### config.mk
export PLATFORM = sky130hd
export DESIGN_NAME = jt51_wr_sched_flat
export DESIGN_NICKNAME = d
export VERILOG_FILES = /design/src/rtl/jt51_wr_sched_pkg.sv /design/src/rtl/jt51_wr_sched_if.sv /design/src/rtl/jt51_wr_fifo.sv /design/src/rtl/jt51_wr_sched.sv /design/src/flat_wrapper.sv
export SDC_FILE = /design/constraint.sdc
export NUM_CORES = 1
export LEC_CHECK = 0
export ABC_AREA = 1
export BUFFER_PORTS_ARGS = -buffer_cell sky130_fd_sc_hd__buf_2
export CELL_PAD_IN_SITES_DETAIL_PLACEMENT = 2
export CELL_PAD_IN_SITES_GLOBAL_PLACEMENT = 2
export CORE_ASPECT_RATIO = 0.7
export CORE_MARGIN = 2
export CORE_UTILIZATION = 37
export DETAILED_ROUTE_END_ITERATION = 6
export HOLD_SLACK_MARGIN = 0.03
export PLACE_DENSITY = 0.84
export SLEW_MARGIN = 20
export SYNTH_ARGS = -nofsm -noshare
export SYNTH_HDL_FRONTEND = slang
export SYNTH_SLANG_ARGS = --single-unit
### constraint.sdc
create_clock -name clk -period 2.8 [get_ports clk]
set_input_delay 0.56 -clock clk [delete_from_list [all_inputs] [get_ports clk]]
set_output_delay 0.56 -clock clk [all_outputs]
set_load 0.1 [all_outputs]
### src/rtl/jt51_wr_sched_pkg.sv
// Shared types, YM2151 register-map constants and the address decoder for the JT51 host write path.
package jt51_wr_sched_pkg;

   localparam logic [7:0] KEYON      = 8'h08;
   localparam logic [7:0] RL_BASE    = 8'h20;
   localparam logic [7:0] KC_BASE    = 8'h28;
   localparam logic [7:0] KF_BASE    = 8'h30;
   localparam logic [7:0] PMS_BASE   = 8'h38;
   localparam logic [7:0] DT1_BASE   = 8'h40;
   localparam logic [7:0] TL_BASE    = 8'h60;
   localparam logic [7:0] KS_BASE    = 8'h80;
   localparam logic [7:0] AMSEN_BASE = 8'hA0;
   localparam logic [7:0] DT2_BASE   = 8'hC0;
   localparam logic [7:0] D1L_BASE   = 8'hE0;

   typedef enum logic [1:0] {ST_IDLE, ST_HOLD, ST_GLB} state_e;

   typedef enum logic [3:0] {
      FLD_NONE, FLD_RL, FLD_KC, FLD_KF, FLD_PMS, FLD_DT1, FLD_TL,
      FLD_KS, FLD_AMSEN, FLD_DT2, FLD_D1L, FLD_KEYON, FLD_GLB
   } field_e;

   typedef struct packed {
      logic [7:0] addr;
      logic [7:0] data;
   } entry_t;

   function automatic logic is_glb(input logic [7:0] a);
      case (a)
         8'h01, 8'h0F, 8'h10, 8'h11, 8'h12, 8'h13, 8'h14, 8'h18, 8'h19, 8'h1B: return 1'b1;
         default: return 1'b0;
      endcase
   endfunction

   // Ranges are checked from the top down so each test only needs the lower bound.
   function automatic field_e decode_addr(input logic [7:0] a);
      if (a >= D1L_BASE)        return FLD_D1L;
      else if (a >= DT2_BASE)   return FLD_DT2;
      else if (a >= AMSEN_BASE) return FLD_AMSEN;
      else if (a >= KS_BASE)    return FLD_KS;
      else if (a >= TL_BASE)    return FLD_TL;
      else if (a >= DT1_BASE)   return FLD_DT1;
      else if (a >= PMS_BASE)   return FLD_PMS;
      else if (a >= KF_BASE)    return FLD_KF;
      else if (a >= KC_BASE)    return FLD_KC;
      else if (a >= RL_BASE)    return FLD_RL;
      else if (a == KEYON)      return FLD_KEYON;
      else if (is_glb(a))       return FLD_GLB;
      else                      return FLD_NONE;
   endfunction

endpackage

### src/rtl/jt51_wr_sched_if.sv
// CPU-side bus and register-block update port of the JT51 write scheduler.
interface jt51_wr_sched_if;
   logic       wr;
   logic       a0;
   logic [7:0] cpu_din;
   logic       busy;
   logic       wr_lost;
   logic       idle;
   logic [7:0] dout;
   logic [1:0] op;
   logic [2:0] ch;
   logic       up_rl, up_kc, up_kf, up_pms, up_dt1, up_tl;
   logic       up_ks, up_amsen, up_dt2, up_d1l, up_keyon;
   logic       up_glb;
   logic [7:0] glb_addr;

   modport master (
      output wr, a0, cpu_din,
      input  busy, wr_lost, idle, dout, op, ch,
      input  up_rl, up_kc, up_kf, up_pms, up_dt1, up_tl,
      input  up_ks, up_amsen, up_dt2, up_d1l, up_keyon, up_glb, glb_addr
   );

   modport slave (
      input  wr, a0, cpu_din,
      output busy, wr_lost, idle, dout, op, ch,
      output up_rl, up_kc, up_kf, up_pms, up_dt1, up_tl,
      output up_ks, up_amsen, up_dt2, up_d1l, up_keyon, up_glb, glb_addr
   );
endinterface

### src/rtl/jt51_wr_fifo.sv
// Small synchronous FIFO holding queued {addr,data} host writes; head entry readable without a pop.
module jt51_wr_fifo #(
   parameter int DEPTH = 4,
   parameter int W     = 16
) (
   input  logic                   clk,
   input  logic                   rst,
   input  logic                   push,
   input  logic                   pop,
   input  logic [W-1:0]           wdata,
   output logic [W-1:0]           rdata,
   output logic                   full,
   output logic                   empty,
   output logic [$clog2(DEPTH):0] count
);
   localparam int AW = $clog2(DEPTH);

   logic [W-1:0]  mem [DEPTH];
   logic [AW-1:0] wr_ptr, rd_ptr;
   logic          do_push, do_pop;

   // Fullness is the pre-edge value, so a same-cycle pop never makes room for a push.
   assign full    = count == (AW+1)'(DEPTH);
   assign empty   = count == '0;
   assign do_push = push & ~full;
   assign do_pop  = pop & ~empty;
   assign rdata   = mem[rd_ptr];

   always_ff @(posedge clk) begin
      if (rst) begin
         wr_ptr <= '0;
         rd_ptr <= '0;
         count  <= '0;
      end else begin
         if (do_push) begin
            mem[wr_ptr] <= wdata;
            wr_ptr      <= wr_ptr + 1'b1;
         end
         if (do_pop) rd_ptr <= rd_ptr + 1'b1;
         count <= count + {{AW{1'b0}}, do_push} - {{AW{1'b0}}, do_pop};
      end
   end
endmodule

### src/rtl/jt51_wr_sched.sv
// JT51 host write scheduler: queues CPU writes, decodes them into field strobes and holds each
// strobe for a full 32-slot operator rotation so the slot-matched register update lands.
//
// state   | meaning
// ST_IDLE | no commit; pops the FIFO head when one is waiting
// ST_HOLD | field strobe high, counting 32 cen edges
// ST_GLB  | up_glb high for a single clk
module jt51_wr_sched
   import jt51_wr_sched_pkg::*;
#(
   parameter int DEPTH = 4
) (
   input  logic clk,
   input  logic rst,
   input  logic cen,
   jt51_wr_sched_if.slave bus
);
   localparam int CW = $clog2(DEPTH) + 1;

   logic [7:0]    addr_lat;
   logic          lost_q;
   logic          push, pop;
   logic          fifo_full, fifo_empty;
   logic [CW-1:0] fifo_count;
   entry_t        head;
   field_e        dec;

   state_e     state, state_nx;
   field_e     fld, fld_nx;
   logic [4:0] cnt, cnt_nx;
   logic [7:0] dout_q, dout_nx;
   logic [1:0] op_q, op_nx;
   logic [2:0] ch_q, ch_nx;
   logic [7:0] glb_q, glb_nx;

   assign push = bus.wr & bus.a0;

   jt51_wr_fifo #(.DEPTH(DEPTH), .W($bits(entry_t))) u_fifo (
      .clk   (clk),
      .rst   (rst),
      .push  (push),
      .pop   (pop),
      .wdata ({addr_lat, bus.cpu_din}),
      .rdata (head),
      .full  (fifo_full),
      .empty (fifo_empty),
      .count (fifo_count)
   );

   always_ff @(posedge clk) begin
      if (rst) begin
         addr_lat <= '0;
         lost_q   <= 1'b0;
      end else begin
         if (bus.wr & ~bus.a0) addr_lat <= bus.cpu_din;
         lost_q <= push & fifo_full;
      end
   end

   assign dec = decode_addr(head.addr);

   always_comb begin
      state_nx = state;
      fld_nx   = fld;
      cnt_nx   = cnt;
      dout_nx  = dout_q;
      op_nx    = op_q;
      ch_nx    = ch_q;
      glb_nx   = glb_q;
      pop      = 1'b0;
      case (state)
         ST_IDLE: begin
            if (!fifo_empty) begin
               pop = 1'b1;
               if (dec == FLD_GLB) begin
                  state_nx = ST_GLB;
                  glb_nx   = head.addr;
                  dout_nx  = head.data;
                  op_nx    = '0;
                  ch_nx    = '0;
               end else if (dec != FLD_NONE) begin
                  state_nx = ST_HOLD;
                  fld_nx   = dec;
                  cnt_nx   = '0;
                  dout_nx  = head.data;
                  // Channel registers and key-on carry no operator; key-on's channel rides in the data.
                  op_nx    = (dec inside {FLD_RL, FLD_KC, FLD_KF, FLD_PMS, FLD_KEYON}) ? 2'd0 : head.addr[4:3];
                  ch_nx    = (dec == FLD_KEYON) ? 3'd0 : head.addr[2:0];
               end
            end
         end
         ST_HOLD: begin
            if (cen) begin
               cnt_nx = cnt + 5'd1;
               if (cnt == 5'd31) state_nx = ST_IDLE;
            end
         end
         ST_GLB:  state_nx = ST_IDLE;
         default: state_nx = ST_IDLE;
      endcase
   end

   always_ff @(posedge clk) begin
      if (rst) begin
         state  <= ST_IDLE;
         fld    <= FLD_NONE;
         cnt    <= '0;
         dout_q <= '0;
         op_q   <= '0;
         ch_q   <= '0;
         glb_q  <= '0;
      end else begin
         state  <= state_nx;
         fld    <= fld_nx;
         cnt    <= cnt_nx;
         dout_q <= dout_nx;
         op_q   <= op_nx;
         ch_q   <= ch_nx;
         glb_q  <= glb_nx;
      end
   end

   logic hold;
   assign hold = state == ST_HOLD;

   assign bus.up_rl    = hold && fld == FLD_RL;
   assign bus.up_kc    = hold && fld == FLD_KC;
   assign bus.up_kf    = hold && fld == FLD_KF;
   assign bus.up_pms   = hold && fld == FLD_PMS;
   assign bus.up_dt1   = hold && fld == FLD_DT1;
   assign bus.up_tl    = hold && fld == FLD_TL;
   assign bus.up_ks    = hold && fld == FLD_KS;
   assign bus.up_amsen = hold && fld == FLD_AMSEN;
   assign bus.up_dt2   = hold && fld == FLD_DT2;
   assign bus.up_d1l   = hold && fld == FLD_D1L;
   assign bus.up_keyon = hold && fld == FLD_KEYON;
   assign bus.up_glb   = state == ST_GLB;
   assign bus.glb_addr = glb_q;
   assign bus.dout     = dout_q;
   assign bus.op       = op_q;
   assign bus.ch       = ch_q;
   assign bus.busy     = fifo_count == CW'(DEPTH);
   assign bus.wr_lost  = lost_q;
   assign bus.idle     = fifo_empty && state == ST_IDLE;
endmodule

### src/flat_wrapper.sv
// flat-port wrapper written by rule: the top's interface ports become plain ports
module jt51_wr_sched_flat import jt51_wr_sched_pkg::*;
#(
   parameter int DEPTH = 4
)
  (clk, rst, cen, bus_wr, bus_a0, bus_cpu_din, bus_busy, bus_wr_lost, bus_idle, bus_dout, bus_op, bus_ch, bus_up_rl, bus_up_kc, bus_up_kf, bus_up_pms, bus_up_dt1, bus_up_tl, bus_up_ks, bus_up_amsen, bus_up_dt2, bus_up_d1l, bus_up_keyon, bus_up_glb, bus_glb_addr);
  jt51_wr_sched_if bus_i ();
  input  logic clk;
  input  logic rst;
  input  logic cen;
  input wire logic [$bits(bus_i.wr)-1:0] bus_wr;
  input wire logic [$bits(bus_i.a0)-1:0] bus_a0;
  input wire logic [$bits(bus_i.cpu_din)-1:0] bus_cpu_din;
  output wire logic [$bits(bus_i.busy)-1:0] bus_busy;
  output wire logic [$bits(bus_i.wr_lost)-1:0] bus_wr_lost;
  output wire logic [$bits(bus_i.idle)-1:0] bus_idle;
  output wire logic [$bits(bus_i.dout)-1:0] bus_dout;
  output wire logic [$bits(bus_i.op)-1:0] bus_op;
  output wire logic [$bits(bus_i.ch)-1:0] bus_ch;
  output wire logic [$bits(bus_i.up_rl)-1:0] bus_up_rl;
  output wire logic [$bits(bus_i.up_kc)-1:0] bus_up_kc;
  output wire logic [$bits(bus_i.up_kf)-1:0] bus_up_kf;
  output wire logic [$bits(bus_i.up_pms)-1:0] bus_up_pms;
  output wire logic [$bits(bus_i.up_dt1)-1:0] bus_up_dt1;
  output wire logic [$bits(bus_i.up_tl)-1:0] bus_up_tl;
  output wire logic [$bits(bus_i.up_ks)-1:0] bus_up_ks;
  output wire logic [$bits(bus_i.up_amsen)-1:0] bus_up_amsen;
  output wire logic [$bits(bus_i.up_dt2)-1:0] bus_up_dt2;
  output wire logic [$bits(bus_i.up_d1l)-1:0] bus_up_d1l;
  output wire logic [$bits(bus_i.up_keyon)-1:0] bus_up_keyon;
  output wire logic [$bits(bus_i.up_glb)-1:0] bus_up_glb;
  output wire logic [$bits(bus_i.glb_addr)-1:0] bus_glb_addr;
  assign bus_i.wr = bus_wr;
  assign bus_i.a0 = bus_a0;
  assign bus_i.cpu_din = bus_cpu_din;
  assign bus_busy = bus_i.busy;
  assign bus_wr_lost = bus_i.wr_lost;
  assign bus_idle = bus_i.idle;
  assign bus_dout = bus_i.dout;
  assign bus_op = bus_i.op;
  assign bus_ch = bus_i.ch;
  assign bus_up_rl = bus_i.up_rl;
  assign bus_up_kc = bus_i.up_kc;
  assign bus_up_kf = bus_i.up_kf;
  assign bus_up_pms = bus_i.up_pms;
  assign bus_up_dt1 = bus_i.up_dt1;
  assign bus_up_tl = bus_i.up_tl;
  assign bus_up_ks = bus_i.up_ks;
  assign bus_up_amsen = bus_i.up_amsen;
  assign bus_up_dt2 = bus_i.up_dt2;
  assign bus_up_d1l = bus_i.up_d1l;
  assign bus_up_keyon = bus_i.up_keyon;
  assign bus_up_glb = bus_i.up_glb;
  assign bus_glb_addr = bus_i.glb_addr;
  jt51_wr_sched #(.DEPTH(DEPTH)) u_core (.clk(clk), .rst(rst), .cen(cen), .bus(bus_i));
endmodule
==> run_results.csv, run 1 <==
group,metric,value,unit
timing,max-slew-margin-rel,67.2,%
timing,setup_viol,0,
timing,worst_pin_slew,0.496,ns
timing,rsz0062_at_grt,"no",
drt,drt-initial-drc-count,159,
timing,setup_tns,0,ns
global_route,overflow,0,
setup_path,critPathRequiredTime,3.10,ns
yosys,ys.flop_type,"edfxtp_1",
power,p_per_area,1250,nW/µm²
yosys,syn_inst,514,
finish,seq_area,2930,µm²
yosys,post_synth.cell_area_avg,9.44,µm²
clock_tree,clk_latency,0.42,ns
drt,via_per_inst,5.28,
finish,drive_above_1_share,21.6,%
finish,area_delta_synth_final,22.8,%
clock_tree,path_clk_slew,0.06,ns
finish,fill_cells,1330,
min_path,hp-class,"primary input to flop",
yosys,syn_nets,536,
yosys,synth_area,4850,µm²
placed_design,dp_cells,726,
global_route,grt_max_degree,33,
placed_design,io_buffers,48,
finish,multi_input_area,1670,µm²
finish,stdcell_area,5950,µm²
timing,fin_worst_hold_slack,0.406,ns
setup_path,worst-path-max-fanout,32,
setup_path,end_kind,"flop",
finish,finish.utilization,47.3,%
setup_path,crit_arrival,2.93,ns
timing,setup_ws,0.171,ns
yosys,synth_cell_types,36,
yosys,synth_area_leaders,"edfxtp_1 (40%), dfxtp_1 (21%), nand2_1 (7.6%), nor2_1 (6.9%), o21ai_0 (4.1%)",
global_route,top_usage_layer,"met2",
timing,maxSlewViolCount,0,
drt,drtPass1Iterations,4,
finish,finalNonFillerCells,758,
floorplan,die_w,141,µm
global_route,grt_pass1_vias,4476,
setup_path,start_kind,"flop",
power,peakVddDrop,0.000545,V
job,maxCapViolCount,0,
floorplan,placementRows,34,
floorplan,die-area,14100,µm²
global_route,use_met2,42.8,%
global_route,grt_first_pass_wirelength,25500,µm
power,p_total,7.47,mW
finish,final_cell_mix,"nand2_1 (97), nor2_1 (88), edfxtp_1 (64)",
yosys,synth_edf_count,64,
finish,final_common_cell,"nand2_1",
power,p_leak,2.46,nW
clock_tree,cts_buffers,17,
drt,wl_per_cell,21.6,µm
drt,drt-total-wl,16300,µm
yosys,ys_seq_area_share,60.3,%
floorplan,core,12600,µm²
finish,final_nets,605,
timing,fin_crit_sh,93.9,%
yosys,yosysWarnings,0,
clock_tree,cts_sinks,114,
placed_design,hpwl,10900,µm
floorplan,num_io_pins,49,
status,status,"completed",
placed_design,dpl_cell_area,5360,µm²
clock_tree,clockBufferDepth,2,
yosys,ys_seq_elements,114,
yosys,yosysTopAreaCell,"edfxtp_1",
global_route,antenna_found_initial,0,
placed_design,pre_cts_slack,0.108,ns
global_route,track_usage,24.5,%
drt,drc,0,
timing,fin_crit,2.63,ns
setup_path,critPathKind,"flop to flop",
floorplan,initial_core_util,38.5,%
yosys,synth_top_area_share,39.6,%
timing,clock_skew,0.0119,ns
clock_tree,cts_tree,"built",
yosys,ys_async_sr_fraction,0,%
clock_tree,cts_setup_buffers,0,
global_route,met1_usage,29.8,%
global_route,grt_util_met3,6.39,%
timing,hold_viol,0,
clock_tree,htree_levels,4,
drt,vias,3999,
timing,timing.fmax,380,MHz
drt,ant_nets,0,
clock_tree,cts-root-buf,"clkbuf_16",
floorplan,die_h,99.8,µm
finish,n_antenna_cell,0,
placed_design,gp_congestion,0.866,
-- kinds of logic (layout without fill, tap and decap cells) --
group	count (synthesis)	after routing	synth area share, %
simple gates	242	242	22.1
xor+xnor	2	2	0.361
compound gates	85	85	9.18
fa+ha+maj	9	9	2.48
buf+inv	62	144	5.65
flops	114	114	60.3
-- Yosys cell counts (2+ instances only) --
master	instances
edfxtp_1	64
o21ai_0	40
o21ai_1	5
nand4_1	6
ha_1	8
o22ai_1	8
inv_2	4
inv_1	38
dfxtp_1	50
buf_6	3
nand3_1	24
nor2_1	89
buf_4	3
a21oi_1	29
nand3b_1	3
nor4_1	2
buf_1	2
nand2_2	7
nand3_2	6
buf_2	4
nand2_1	98
clkbuf_1	6
nand2_4	2
-- area by class of cell --
cell class,count,share of cell area (%)
inverter,44,2.90
clock buffer,17,7.15
timing repair buffer,68,6.98
clock inverter,15,2.42
multi-input combinational,338,28.0
tap,162,3.40
sequential,114,49.1
-- routing by layer --
metal  vias to the layer above  share of wire [%]
li1                       1859                  -
met3                        27                4.6
met4                         0                1.7
met2                       104                 50
met1                      2009                 44
met5                         -                  0
-- path summary, 6_finish.rpt --
path	slack, ns	cells after the start	to	from
min reg2reg	0.46	2	u_core.bus.glb_addr[7]	u_core.bus.glb_addr[7]
min	0.41	1	u_core.u_fifo.mem[1][3]	bus_cpu_din[3]
max reg2reg	0.17	17	u_core.bus.dout[3]	flop
max	0.17	17	u_core.bus.dout[3]	flop
-- critical path, cell delays in order, from the launching register on --
cell     delay (ns)
dfxtp_2        0.39
buf_12         0.21
nand2_1        0.11
nand3_1        0.18
nand2_2        0.12
nand2_2        0.17
nor2_1         0.10
nand2_2        0.14
nand2_1        0.07
nand2_1        0.06
nand2_1        0.07
nand2_1        0.08
nand3_2        0.12
nor2_4         0.24
nor2_8         0.09
buf_4          0.18
nor2_1         0.11
nor2_1         0.07
-- sequential cells by signal (all words and copies together), names as in the netlist, named ones only --
| name | count |
|---|---|
| u_core.bus.glb_addr | 8 |
| u_core.bus.wr_lost | 1 |
| u_core.fld | 4 |
| u_core.addr_lat | 8 |
| u_core.bus.dout | 8 |
| u_core.u_fifo.wr_ptr | 2 |
| u_core.cnt | 5 |
| u_core.u_fifo.rd_ptr | 2 |
| u_core.u_fifo.mem | 64 |
| u_core.bus.ch | 3 |
| u_core.u_fifo.count | 3 |
| u_core.bus.op | 2 |
| u_core.state | 2 |
-- power breakdown --
group	total, mW	internal [mW]	switching, mW	leakage [nW]
logic	3.22	0.786	2.43	1.19
clock network	2.11	1.30	0.812	0.271
registers	2.14	1.98	0.161	0.997
total	7.47	4.06	3.41	2.46
-- timing repair --
action,4_1_cts,5_1_grt
resized for setup,0,10
endpoints found under the setup margin,0,21
hold buffers,0,0
No activity file was read; power rests on OpenSTA's default activity.
==> inputs of run 2 (changes only) <==
--- a/config.mk
+++ b/config.mk
@@ -5,13 +5,12 @@
 export SDC_FILE = /design/constraint.sdc
 export NUM_CORES = 1
 export LEC_CHECK = 0
-export ABC_AREA = 1
 export BUFFER_PORTS_ARGS = -buffer_cell sky130_fd_sc_hd__buf_2
 export CELL_PAD_IN_SITES_DETAIL_PLACEMENT = 2
 export CELL_PAD_IN_SITES_GLOBAL_PLACEMENT = 2
 export CORE_ASPECT_RATIO = 0.7
 export CORE_MARGIN = 2
-export CORE_UTILIZATION = 37
+export CORE_UTILIZATION = 41
 export DETAILED_ROUTE_END_ITERATION = 6
 export HOLD_SLACK_MARGIN = 0.03
 export PLACE_DENSITY = 0.84
==> run 2 against run 1 <==
Effect of this change:
- clock-buffer cell count is the same
- critical path depth shrank 11
- sequential cell count is the same
- core utilization grew 4.8 points
- routed wire length shrank 16%
- clock skew grew 0.0052 ns
- power shrank 8.3%
- hold slack lost 0.018 ns
==> run_results.csv, run 2 <==
group,metric,value,unit
status,status,"completed",
floorplan,die_h,93.3,µm
floorplan,die_w,132,µm
clock_tree,path_clk_slew,0.06,ns
setup_path,crit_arrival,3.01,ns
floorplan,initial_core_util,42.2,%
placed_design,gp_congestion,0.790,
setup_path,worst-path-max-fanout,13,
timing,fin_crit,2.69,ns
finish,fill_cells,1049,
global_route,top_usage_layer,"met2",
power,peakVddDrop,0.000476,V
power,p_per_area,1190,nW/µm²
min_path,hp-class,"primary input to flop",
placed_design,hpwl,8210,µm
yosys,syn_inst,335,
yosys,yosysWarnings,0,
timing,fin_worst_hold_slack,0.388,ns
global_route,use_met2,41.0,%
global_route,antenna_found_initial,0,
setup_path,critPathRequiredTime,3.13,ns
timing,timing.fmax,372,MHz
setup_path,r2r_slack,0.11,ns
drt,via_per_inst,5.35,
yosys,synth_commonest_cells,"edfxtp_1 (64), dfxtp_1 (50), nor2_1 (36)",
placed_design,dp_cells,538,
setup_path,timing.critical_path.slowest_cell_delay,0.67,ns
finish,regMostFlops,"u_core.u_fifo.mem",
yosys,ys.flop_type,"edfxtp_1",
timing,maxSlewViolCount,0,
finish,area_delta_synth_final,23.3,%
drt,drc,0,
clock_tree,cts_tree,"built",
finish,final_cell_mix,"edfxtp_1 (64), dfxtp_1 (49), buf_2 (48)",
placed_design,dpl_cell_area,5150,µm²
finish,finish.utilization,52.1,%
yosys,synth_area_leaders,"edfxtp_1 (41%), dfxtp_1 (21%), mux4_1 (6.8%), mux2i_1 (5.4%), nor2_1 (2.9%)",
setup_path,end_kind,"flop",
timing,worst_pin_slew,0.620,ns
timing,setup_ws,0.114,ns
finish,finalNonFillerCells,570,
placed_design,io_buffers,48,
finish,stdcell_area,5760,µm²
finish,final_nets,426,
drt,drt-total-wl,13700,µm
yosys,synth_edf_count,64,
global_route,met1_usage,30.1,%
yosys,synth_cell_types,50,
yosys,synth_area,4670,µm²
clock_tree,clk_latency,0.42,ns
yosys,post_synth.cell_area_avg,13.9,µm²
global_route,overflow,0,
global_route,grt_first_pass_wirelength,21400,µm
finish,final_common_cell,"edfxtp_1",
timing,fin_crit_sh,95.9,%
drt,ant_nets,0,
timing,setup_tns,0,ns
yosys,yosysTopAreaCell,"edfxtp_1",
yosys,ys_seq_elements,114,
global_route,grt_max_degree,38,
clock_tree,htree_levels,4,
setup_path,cp.buffers_inverters,2,
finish,largest_reg_flops,64,
finish,drive_above_1_share,28.1,%
power,p_leak,2.31,nW
floorplan,num_io_pins,49,
job,maxCapViolCount,0,
timing,max-slew-margin-rel,58.6,%
finish,n_antenna_cell,0,
setup_path,start_kind,"flop",
timing,setup_viol,0,
placed_design,pre_cts_slack,0.163,ns
timing,rsz0062_at_grt,"no",
power,p_total,6.85,mW
global_route,track_usage,24.1,%
setup_path,path_cells,"buf_4, mux4_2, or3_4, o41ai_4, buf_6, mux2i_1",
yosys,syn_nets,357,
floorplan,die-area,12300,µm²
yosys,ys_seq_area_share,62.6,%
global_route,grt_pass1_vias,3433,
floorplan,core,11100,µm²
drt,drt-initial-drc-count,207,
clock_tree,cts-root-buf,"clkbuf_16",
drt,wl_per_cell,24.1,µm
setup_path,cp_slowest_cell,"mux4_2",
global_route,grt_util_met3,6.67,%
yosys,synth_top_area_share,41.2,%
floorplan,placementRows,32,
yosys,ys_async_sr_fraction,0,%
drt,drtPass1Iterations,4,
timing,hold_viol,0,
timing,clock_skew,0.0171,ns
drt,vias,3049,
clock_tree,cts_buffers,17,
setup_path,critPathKind,"flop to flop",
setup_path,critPathTopFamily,"multiplexers",
clock_tree,cts_sinks,114,
clock_tree,clockBufferDepth,2,
yosys,yosysMostFrequentCell,"edfxtp_1",
clock_tree,cts_setup_buffers,0,
## run 2: cell types whose count changed after synthesis, sizes merged, moves of 16 or more
cell and change:
a21oi -26, mux2i +25, nand2 -72, nand3 -26, mux4 +16, o21ai -44
inv -37, nor2 -56
## run 2: path summary, 6_finish.rpt
path | start | endpoint | cells after the start
worst min-delay path | bus_cpu_din[5] | u_core.u_fifo.mem[2][5] | 1
worst min register to register | u_core.bus.glb_addr[3] | u_core.bus.glb_addr[3] | 2
worst max register to register | flop | u_core.bus.dout[2] | 6
worst max-delay path | flop | u_core.bus.dout[2] | 6
## run 2: per-layer routing
layer / vias to the layer above / share of wire, %
met5: - / 0
met1: 1589 / 45
met4: 0 / 1.0
met3: 16 / 3.9
met2: 67 / 50
li1: 1377 / -
## run 2: cell families (layout without fill, tap and decap cells)
kind of cell | after synthesis | count (layout) | share of synthesized area [%]
AO/OA/AOI/OAI | 27 | 27 | 5.39
adder cells (fa/ha/maj) | 9 | 9 | 2.57
flip-flops | 114 | 114 | 62.6
AND/OR/NAND/NOR | 116 | 116 | 11.6
XOR/XNOR | 8 | 8 | 1.50
multiplexers | 41 | 41 | 14.0
buffers and inverters | 20 | 102 | 2.30
## run 2: timing repair
action	4_1_cts	5_1_grt
resized for setup	1	3
hold buffers	0	0
gates cloned	0	0
setup endpoints to repair	1	3
## run 2: report_power, final
group          internal (mW)  leakage (nW)  switching (mW)
Combinational          0.695          1.04            1.80
Sequential              1.97         0.990           0.183
Clock                   1.39         0.282           0.812
## run 2: area by class of cell
class	instances	area, µm²	area share (%)
sequential	114	2920	50.8
clock inverter	15	166	2.89
tap	153	191	3.32
timing repair buffer	64	364	6.32
multi-input combinational	201	1660	28.9
clock buffer	17	425	7.39
inverter	6	22.5	0.391
